File: src/rtl/lm80c_sio_uart.sv
// Minimal 8N1 UART on the Z80 I/O bus with a small RX FIFO and optional interrupt.
// Define SIO_LOOPBACK_EN to implement the ctrl LOOP bit (internal TX->RX loopback).
`timescale 1ns/1ps
module lm80c_sio_uart #(
  parameter int BAUD_DIV = 217,
  parameter int RX_DEPTH = 4
) (
  input  logic       sys_clock,
  input  logic       RESET,
  input  logic       sel,
  input  logic [1:0] cs,
  input  logic       rd,
  input  logic       wr,
  input  logic [7:0] din,
  output logic [7:0] dout,
  output logic       int_n,
  output logic       txd,
  input  logic       rxd
);

  localparam int CW = $clog2(BAUD_DIV);
  localparam int AW = (RX_DEPTH > 1) ? $clog2(RX_DEPTH) : 1;
  localparam logic [CW-1:0] BAUD_LAST = CW'(BAUD_DIV - 1);
  localparam logic [CW-1:0] BAUD_HALF = CW'(BAUD_DIV / 2);
  localparam logic [AW:0]   FIFO_CAP  = (AW + 1)'(RX_DEPTH);

  typedef enum logic [1:0] {RX_IDLE, RX_START, RX_DATA, RX_STOP} rx_state_t;

  // Bus strobes: one write event and one read-end event per bus cycle
  logic       wr_lvl, rd_lvl, wr_prev_q, rd_prev_q, wr_ev, rd_end;
  logic [1:0] rd_cs_q;

  assign wr_lvl = sel & wr;
  assign rd_lvl = sel & rd;
  assign wr_ev  = wr_lvl & ~wr_prev_q;
  assign rd_end = rd_prev_q & ~rd_lvl;

  always_ff @(posedge sys_clock) begin
    if (RESET) begin
      wr_prev_q <= 1'b0;
      rd_prev_q <= 1'b0;
      rd_cs_q   <= 2'd0;
    end else begin
      wr_prev_q <= wr_lvl;
      rd_prev_q <= rd_lvl;
      if (rd_lvl) rd_cs_q <= cs;
    end
  end

  logic wr_tx, wr_ctrl, err_clr;
  assign wr_tx   = wr_ev && (cs == 2'd0);
  assign wr_ctrl = wr_ev && (cs == 2'd2);
  assign err_clr = wr_ev && (cs == 2'd3);

  logic [2:0] ctrl_q;

  always_ff @(posedge sys_clock) begin
    if (RESET) begin
      ctrl_q <= 3'd0;
    end else if (wr_ctrl) begin
`ifdef SIO_LOOPBACK_EN
      ctrl_q <= din[2:0];
`else
      ctrl_q <= {1'b0, din[1:0]};
`endif
    end
  end

  // TX: holding register feeding a 10-bit shifter {stop, data, start}
  logic [7:0] hold_q;
  logic       hold_full_q;
  logic       tx_busy_q;
  logic [9:0] tx_sh_q;
  logic [3:0] tx_bit_q;
  logic [CW-1:0] tx_cnt_q;
  logic       tx_line_q;
  logic       tx_bit_end, tx_frame_end, tx_load;

  assign tx_bit_end   = tx_busy_q && (tx_cnt_q == BAUD_LAST);
  assign tx_frame_end = tx_bit_end && (tx_bit_q == 4'd9);
  assign tx_load      = hold_full_q && (!tx_busy_q || tx_frame_end);

  always_ff @(posedge sys_clock) begin
    if (RESET) begin
      hold_full_q <= 1'b0;
      tx_busy_q   <= 1'b0;
      tx_bit_q    <= 4'd0;
      tx_cnt_q    <= '0;
      tx_line_q   <= 1'b1;
    end else begin
      if (tx_load) begin
        tx_busy_q   <= 1'b1;
        tx_bit_q    <= 4'd0;
        tx_cnt_q    <= '0;
        hold_full_q <= 1'b0;
      end else if (tx_frame_end) begin
        tx_busy_q <= 1'b0;
      end else if (tx_bit_end) begin
        tx_bit_q <= tx_bit_q + 4'd1;
        tx_cnt_q <= '0;
      end else if (tx_busy_q) begin
        tx_cnt_q <= tx_cnt_q + 1'b1;
      end
      if (wr_tx && !hold_full_q) hold_full_q <= 1'b1;
      tx_line_q <= tx_busy_q ? tx_sh_q[0] : 1'b1;
    end
  end

  always_ff @(posedge sys_clock) begin
    if (wr_tx && !hold_full_q) hold_q <= din;
    if (tx_load)
      tx_sh_q <= {1'b1, hold_q, 1'b0};
    else if (tx_bit_end)
      tx_sh_q <= {1'b1, tx_sh_q[9:1]};
  end

  logic rx_src;
`ifdef SIO_LOOPBACK_EN
  assign rx_src = ctrl_q[2] ? tx_line_q : rxd;
  assign txd    = ctrl_q[2] ? 1'b1 : tx_line_q;
`else
  assign rx_src = rxd;
  assign txd    = tx_line_q;
`endif

  // Synchroniser resets low so a frame already under way at reset release
  // cannot produce a falling edge until the line has been seen high.
  logic rx_sync_q, rx_s_q, rx_prev_q, rx_fall;

  always_ff @(posedge sys_clock) begin
    if (RESET) begin
      rx_sync_q <= 1'b0;
      rx_s_q    <= 1'b0;
      rx_prev_q <= 1'b0;
    end else begin
      rx_sync_q <= rx_src;
      rx_s_q    <= rx_sync_q;
      rx_prev_q <= rx_s_q;
    end
  end

  assign rx_fall = rx_prev_q & ~rx_s_q;

  rx_state_t     rx_state_q, rx_state_d;
  logic [CW-1:0] rx_cnt_q, rx_cnt_d;
  logic [2:0]    rx_bit_q, rx_bit_d;
  logic [7:0]    rx_sh_q, rx_sh_d;
  logic          rx_tick, rx_push, rx_set_fe, rx_set_ovr;

  logic [7:0]    fifo_mem [RX_DEPTH];
  logic [AW-1:0] wr_ptr_q, rd_ptr_q;
  logic [AW:0]   count_q;
  logic          fifo_empty, fifo_full, fifo_pop;

  assign fifo_empty = (count_q == '0);
  assign fifo_full  = (count_q == FIFO_CAP);
  assign fifo_pop   = rd_end && (rd_cs_q == 2'd0) && !fifo_empty;
  assign rx_tick    = (rx_cnt_q == '0);

  always_comb begin
    rx_state_d = rx_state_q;
    rx_cnt_d   = rx_cnt_q;
    rx_bit_d   = rx_bit_q;
    rx_sh_d    = rx_sh_q;
    rx_push    = 1'b0;
    rx_set_fe  = 1'b0;
    rx_set_ovr = 1'b0;
    case (rx_state_q)
      RX_IDLE: begin
        if (rx_fall) begin
          rx_state_d = RX_START;
          rx_cnt_d   = BAUD_HALF;
        end
      end
      RX_START: begin
        if (!rx_tick) begin
          rx_cnt_d = rx_cnt_q - 1'b1;
        end else if (rx_s_q) begin
          rx_state_d = RX_IDLE;
        end else begin
          rx_state_d = RX_DATA;
          rx_cnt_d   = BAUD_LAST;
          rx_bit_d   = 3'd0;
        end
      end
      RX_DATA: begin
        if (!rx_tick) begin
          rx_cnt_d = rx_cnt_q - 1'b1;
        end else begin
          rx_sh_d  = {rx_s_q, rx_sh_q[7:1]};
          rx_cnt_d = BAUD_LAST;
          rx_bit_d = rx_bit_q + 3'd1;
          if (rx_bit_q == 3'd7) rx_state_d = RX_STOP;
        end
      end
      RX_STOP: begin
        if (!rx_tick) begin
          rx_cnt_d = rx_cnt_q - 1'b1;
        end else begin
          rx_state_d = RX_IDLE;
          if (!rx_s_q)                      rx_set_fe  = 1'b1;
          else if (fifo_full && !fifo_pop)  rx_set_ovr = 1'b1;
          else                              rx_push    = 1'b1;
        end
      end
      default: rx_state_d = RX_IDLE;
    endcase
  end

  always_ff @(posedge sys_clock) begin
    if (RESET) begin
      rx_state_q <= RX_IDLE;
      rx_cnt_q   <= '0;
      rx_bit_q   <= 3'd0;
    end else begin
      rx_state_q <= rx_state_d;
      rx_cnt_q   <= rx_cnt_d;
      rx_bit_q   <= rx_bit_d;
    end
  end

  always_ff @(posedge sys_clock) begin
    rx_sh_q <= rx_sh_d;
    if (rx_push) fifo_mem[wr_ptr_q] <= rx_sh_q;
  end

  // Simultaneous push and pop are both honoured; count is then unchanged
  always_ff @(posedge sys_clock) begin
    if (RESET) begin
      wr_ptr_q <= '0;
      rd_ptr_q <= '0;
      count_q  <= '0;
    end else begin
      if (rx_push)  wr_ptr_q <= wr_ptr_q + 1'b1;
      if (fifo_pop) rd_ptr_q <= rd_ptr_q + 1'b1;
      case ({rx_push, fifo_pop})
        2'b10:   count_q <= count_q + 1'b1;
        2'b01:   count_q <= count_q - 1'b1;
        default: count_q <= count_q;
      endcase
    end
  end

  logic fe_q, ovr_q, int_n_q;
  logic [7:0] status;

  always_ff @(posedge sys_clock) begin
    if (RESET) begin
      fe_q    <= 1'b0;
      ovr_q   <= 1'b0;
      int_n_q <= 1'b1;
    end else begin
      if (err_clr) begin
        fe_q  <= 1'b0;
        ovr_q <= 1'b0;
      end
      if (rx_set_fe)  fe_q  <= 1'b1;
      if (rx_set_ovr) ovr_q <= 1'b1;
      int_n_q <= ~((ctrl_q[0] & ~fifo_empty) | (ctrl_q[1] & ~hold_full_q));
    end
  end

  assign int_n  = int_n_q;
  assign status = {3'b000, tx_busy_q, fe_q, ovr_q, ~hold_full_q, ~fifo_empty};

  always_comb begin
    dout = 8'h00;
    case (cs)
      2'd0:    dout = fifo_empty ? 8'h00 : fifo_mem[rd_ptr_q];
      2'd1:    dout = status;
      2'd2:    dout = {5'b00000, ctrl_q};
      default: dout = 8'hFF;
    endcase
  end

endmodule

File: config.mk
export PLATFORM = sky130hd
export DESIGN_NAME = lm80c_sio_uart
export DESIGN_NICKNAME = d
export VERILOG_FILES = /design/src/rtl/lm80c_sio_uart.sv
export SDC_FILE = /design/constraint.sdc
export NUM_CORES = 1
export LEC_CHECK = 0
export BUFFER_PORTS_ARGS = -buffer_cell sky130_fd_sc_hd__buf_2
export CAP_MARGIN = 40
export CORE_UTILIZATION = 35
export CTS_CLUSTER_DIAMETER = 100
export DETAILED_ROUTE_END_ITERATION = 7
export GPL_ROUTABILITY_DRIVEN = 0
export PLACE_DENSITY = 0.6
export SYNTH_ARGS = -nofsm -noshare
export SYNTH_HDL_FRONTEND = slang
export SYNTH_SLANG_ARGS = --single-unit
File: constraint.sdc
create_clock -name sys_clock -period 4.35 [get_ports sys_clock]
set_clock_uncertainty 0.15 [all_clocks]
set_input_delay 0.6525 -clock sys_clock [delete_from_list [all_inputs] [get_ports sys_clock]]
set_output_delay 0.6525 -clock sys_clock [all_outputs]
set_load 0.05 [all_outputs]
==> implementation parameters <==
Parameter                              Value

Pwr
  Leak pwr    1.905 nW
  Net switching power    613.3 uW
  Total chip power    2.189 mW
  Power share of the clock group    0.371
  Int Power    1.576 mW
  Power Dens Cells    410.2 nW/um2
  IR Drop Worst-Case VDD    0.2170 mV
  Register share of total power    0.501
  Combinational share of power    0.128
  Switching Share    0.2801

Clock network
  Clock transition at the registers of the reported paths    0.08 ns
  Clock buffers created by TritonCTS    9
  Setup bufs post-CTS    0
  Sink Count    106
  H-tree level count    3
  Hold-fix buffers, CTS    0
  Root buffer selected by CTS    clkbuf_16
  Source-to-sink clock delay at the later pin of the worst-skew pair    0.35 ns
  Number of instances resized during post-cts repair    0
  Clock tree from TritonCTS    done
  Largest buffer count on any clock path    2

STA
  Final TNS setup    0 ns
  Fmax    0.3221 GHz
  Unrepaired setup endpoints after global routing    no
  Worst rel slew slack    0.5133
  Fin. Hold Viols    0
  Period Utilization, post-route    0.7137
  Final-report max-slew violation count    0
  Slew at the pin with the worst max-slew slack    0.7274 ns
  Min Tclk post-route    3.105 ns
  Final setup fails    0

Setup path
  Peak fanout along the critical path    8
  Crit. End Element    output pin
  Startpoint kind of the worst setup timing path    register
  CP arrival    2.30 ns
  Path depth of the worst reg2reg path    12
  Category of the most critical setup path    reg2out
  Required time at the endpoint of the critical path    3.55 ns

Cells and area
  Nets@finish    465
  Antenna fix cells    0
  Layout Area Growth over Synthesis    12.95%
  Fraction of layout cells with a size suffix above 1    0.1535

Synth
  Total nets after synthesis    439
  Post-Syn Instances    399
  Yosys cell types    64
  Sequential-to-total area share from yosys stat    0.5676
  Most common flop cell mapped by yosys    edfxtp_1
  Share of synthesized registers carrying an async set or reset    0
  Avg Inst Size Synth    11.84 um2
  Synth Register Bits    106
  Number of warnings reported in the yosys synthesis log    0
  Cell area after technology mapping    4726 um2
  Count of flip-flops with a built-in enable after synthesis    56

Global routing
  Number of global-route vias before repair    3126
  Pin count of the biggest net entering global routing    37
  Global Route Usage Sum    0.1430
  Number of antenna violations at the first check in global routing    0
  Overall overflow remaining after global route    0
  First-pass GRT wire length    15320 um

Worst hold path
  Hold crit path type    reg2reg
  WHS Path Cells    1

Detailed routing
  Router iterations before antenna repair    5
  Detailed-routed wire length on met3    342 um
  Highest metal used    met4
  Routed metal-1 wire length    4403 um
  Average via count per standard cell    5.185
  Routed wl met2    4416 um
  Vias after detailed routing    3142
  Drc violations    0
  Initial drt markers    257
  WL per Instance    15.39 um
  Sum of routed wire length over all layers    9327 um
  Number of routed nets with antenna violations    0

Floorplan
  Initial core utilization    0.3583
  Die boundary width    118.2 um
  Row cnt    42
  Area of the core    13190 um2
  Count of pins on the block boundary    26
  Die outline height    118.2 um
  Die Area    13970 um2

Placement
  Detailed placer's ending HPWL    6490 um
  Quantity of I/O buffers inserted on ports    25

Status
  Result of the run    complete, no violations

Run
  Number of maximum-capacitance constraint violations    0
worst max-delay path, cell delays in order (launching register included):
cell	delay, ns
dfxtp_1	0.66
mux4_2	0.57
a21o_1	0.19
a221o_1	0.31
buf_2	0.21
synthesized netlist by cell type, drive strengths merged (5+ instances only):
cell    instances  area (um2)
a21oi          35       175.2
a22o            7       61.31
and3            9       56.30
buf             5       25.03
clkbuf          7       26.28
dfxtp          50        1001
edfxtp         56        1682
ha             23       287.8
inv            26       97.59
mux4            8       180.2
nand2          25       93.84
nand3          20       100.1
nand4           6       37.54
nor2           28       105.1
nor2b           5       31.28
o21ai          10       50.04
or3             5       31.28
xor2            5       43.79
state kept, by name, indices dropped and copies added (netlist names), 3 cells and up, named ones only:
signal and count:
count_q 3, fifo_mem 32, hold_q 8, rx_bit_q 3, rx_cnt_q 8, rx_sh_q 8, tx_bit_q 4, tx_cnt_q 8
tx_sh_q 9
placed cells by master, fill, tap and decap left out, types with 4 or more instances in the layout:
master and instances:
mux4_2 8, or3_1 5, ha_1 23, a22oi_1 4, nand3_1 20, a22o_1 7
nand2_1 25, nor2b_1 5, edfxtp_1 56, clkbuf_16 9, and3_1 9, nand4_1 6
a21oi_1 35, inv_1 26, xor2_1 5, nor2_1 28, o21ai_0 9, dfxtp_1 50
buf_2 26
routing by layer:
metal  vias up  global-route usage
li1       1548                   -
met1      1528              0.1873
met2        55              0.2232
met3        11             0.03909
met4         0             0.05849
met5         -                   0
through the flow:
stage,utilization,instances,area (um2),worst slack (ns),hold slack (ns)
after global routing,0.4047,606,5338,1.107,0.3069
after detailed placement,0.3815,590,5032,1.436,0.2945
after floorplan,-,399,4726,1.341,0.2638
final,0.4047,606,5338,1.245,0.3040
after global placement,0.3811,589,5027,1.513,0.2847
after CTS,0.4047,606,5338,1.181,0.3028
final timing paths:
path | startpoint | endpoint | slack (ns)
setup / recovery | register | dout[0] | 1.25
setup reg to reg | rx_cnt_q[0] | count_q[2] | 1.65
hold reg to reg | rx_sync_q | rx_s_q | 0.30
hold / removal | rx_sync_q | rx_s_q | 0.30
cell families after synthesis:
kind of cell	Yosys count	share of synthesized area
AND/OR/NAND/NOR	124	0.1480
flip-flops	106	0.5676
AO/OA/AOI/OAI	90	0.1324
buffers and inverters	38	0.03151
adder cells (fa/ha/maj)	24	0.06513
multiplexers	10	0.04236
XOR/XNOR	7	0.01297
area by class of cell:
class,instances,area [um2]
inverters,26,97.59
repair buffers,27,137.6
clock inverters,7,80.08
multi-input cells,255,1894
clock buffers,9,225.2
flip-flops and latches,106,2683
fillers,1239,7853
well taps,176,220.2
power groups by stage:
stage                     sequential, mW  combinational [mW]  clock (mW)
after CTS                           1.10               0.279       0.839
final                               1.10               0.281       0.813
after global routing                1.10               0.305       0.872
after global placement              1.12               0.273           0
after detailed placement            1.12               0.277           0
after floorplan                     1.11               0.213           0
No activity file was read; power rests on OpenSTA's default activity.
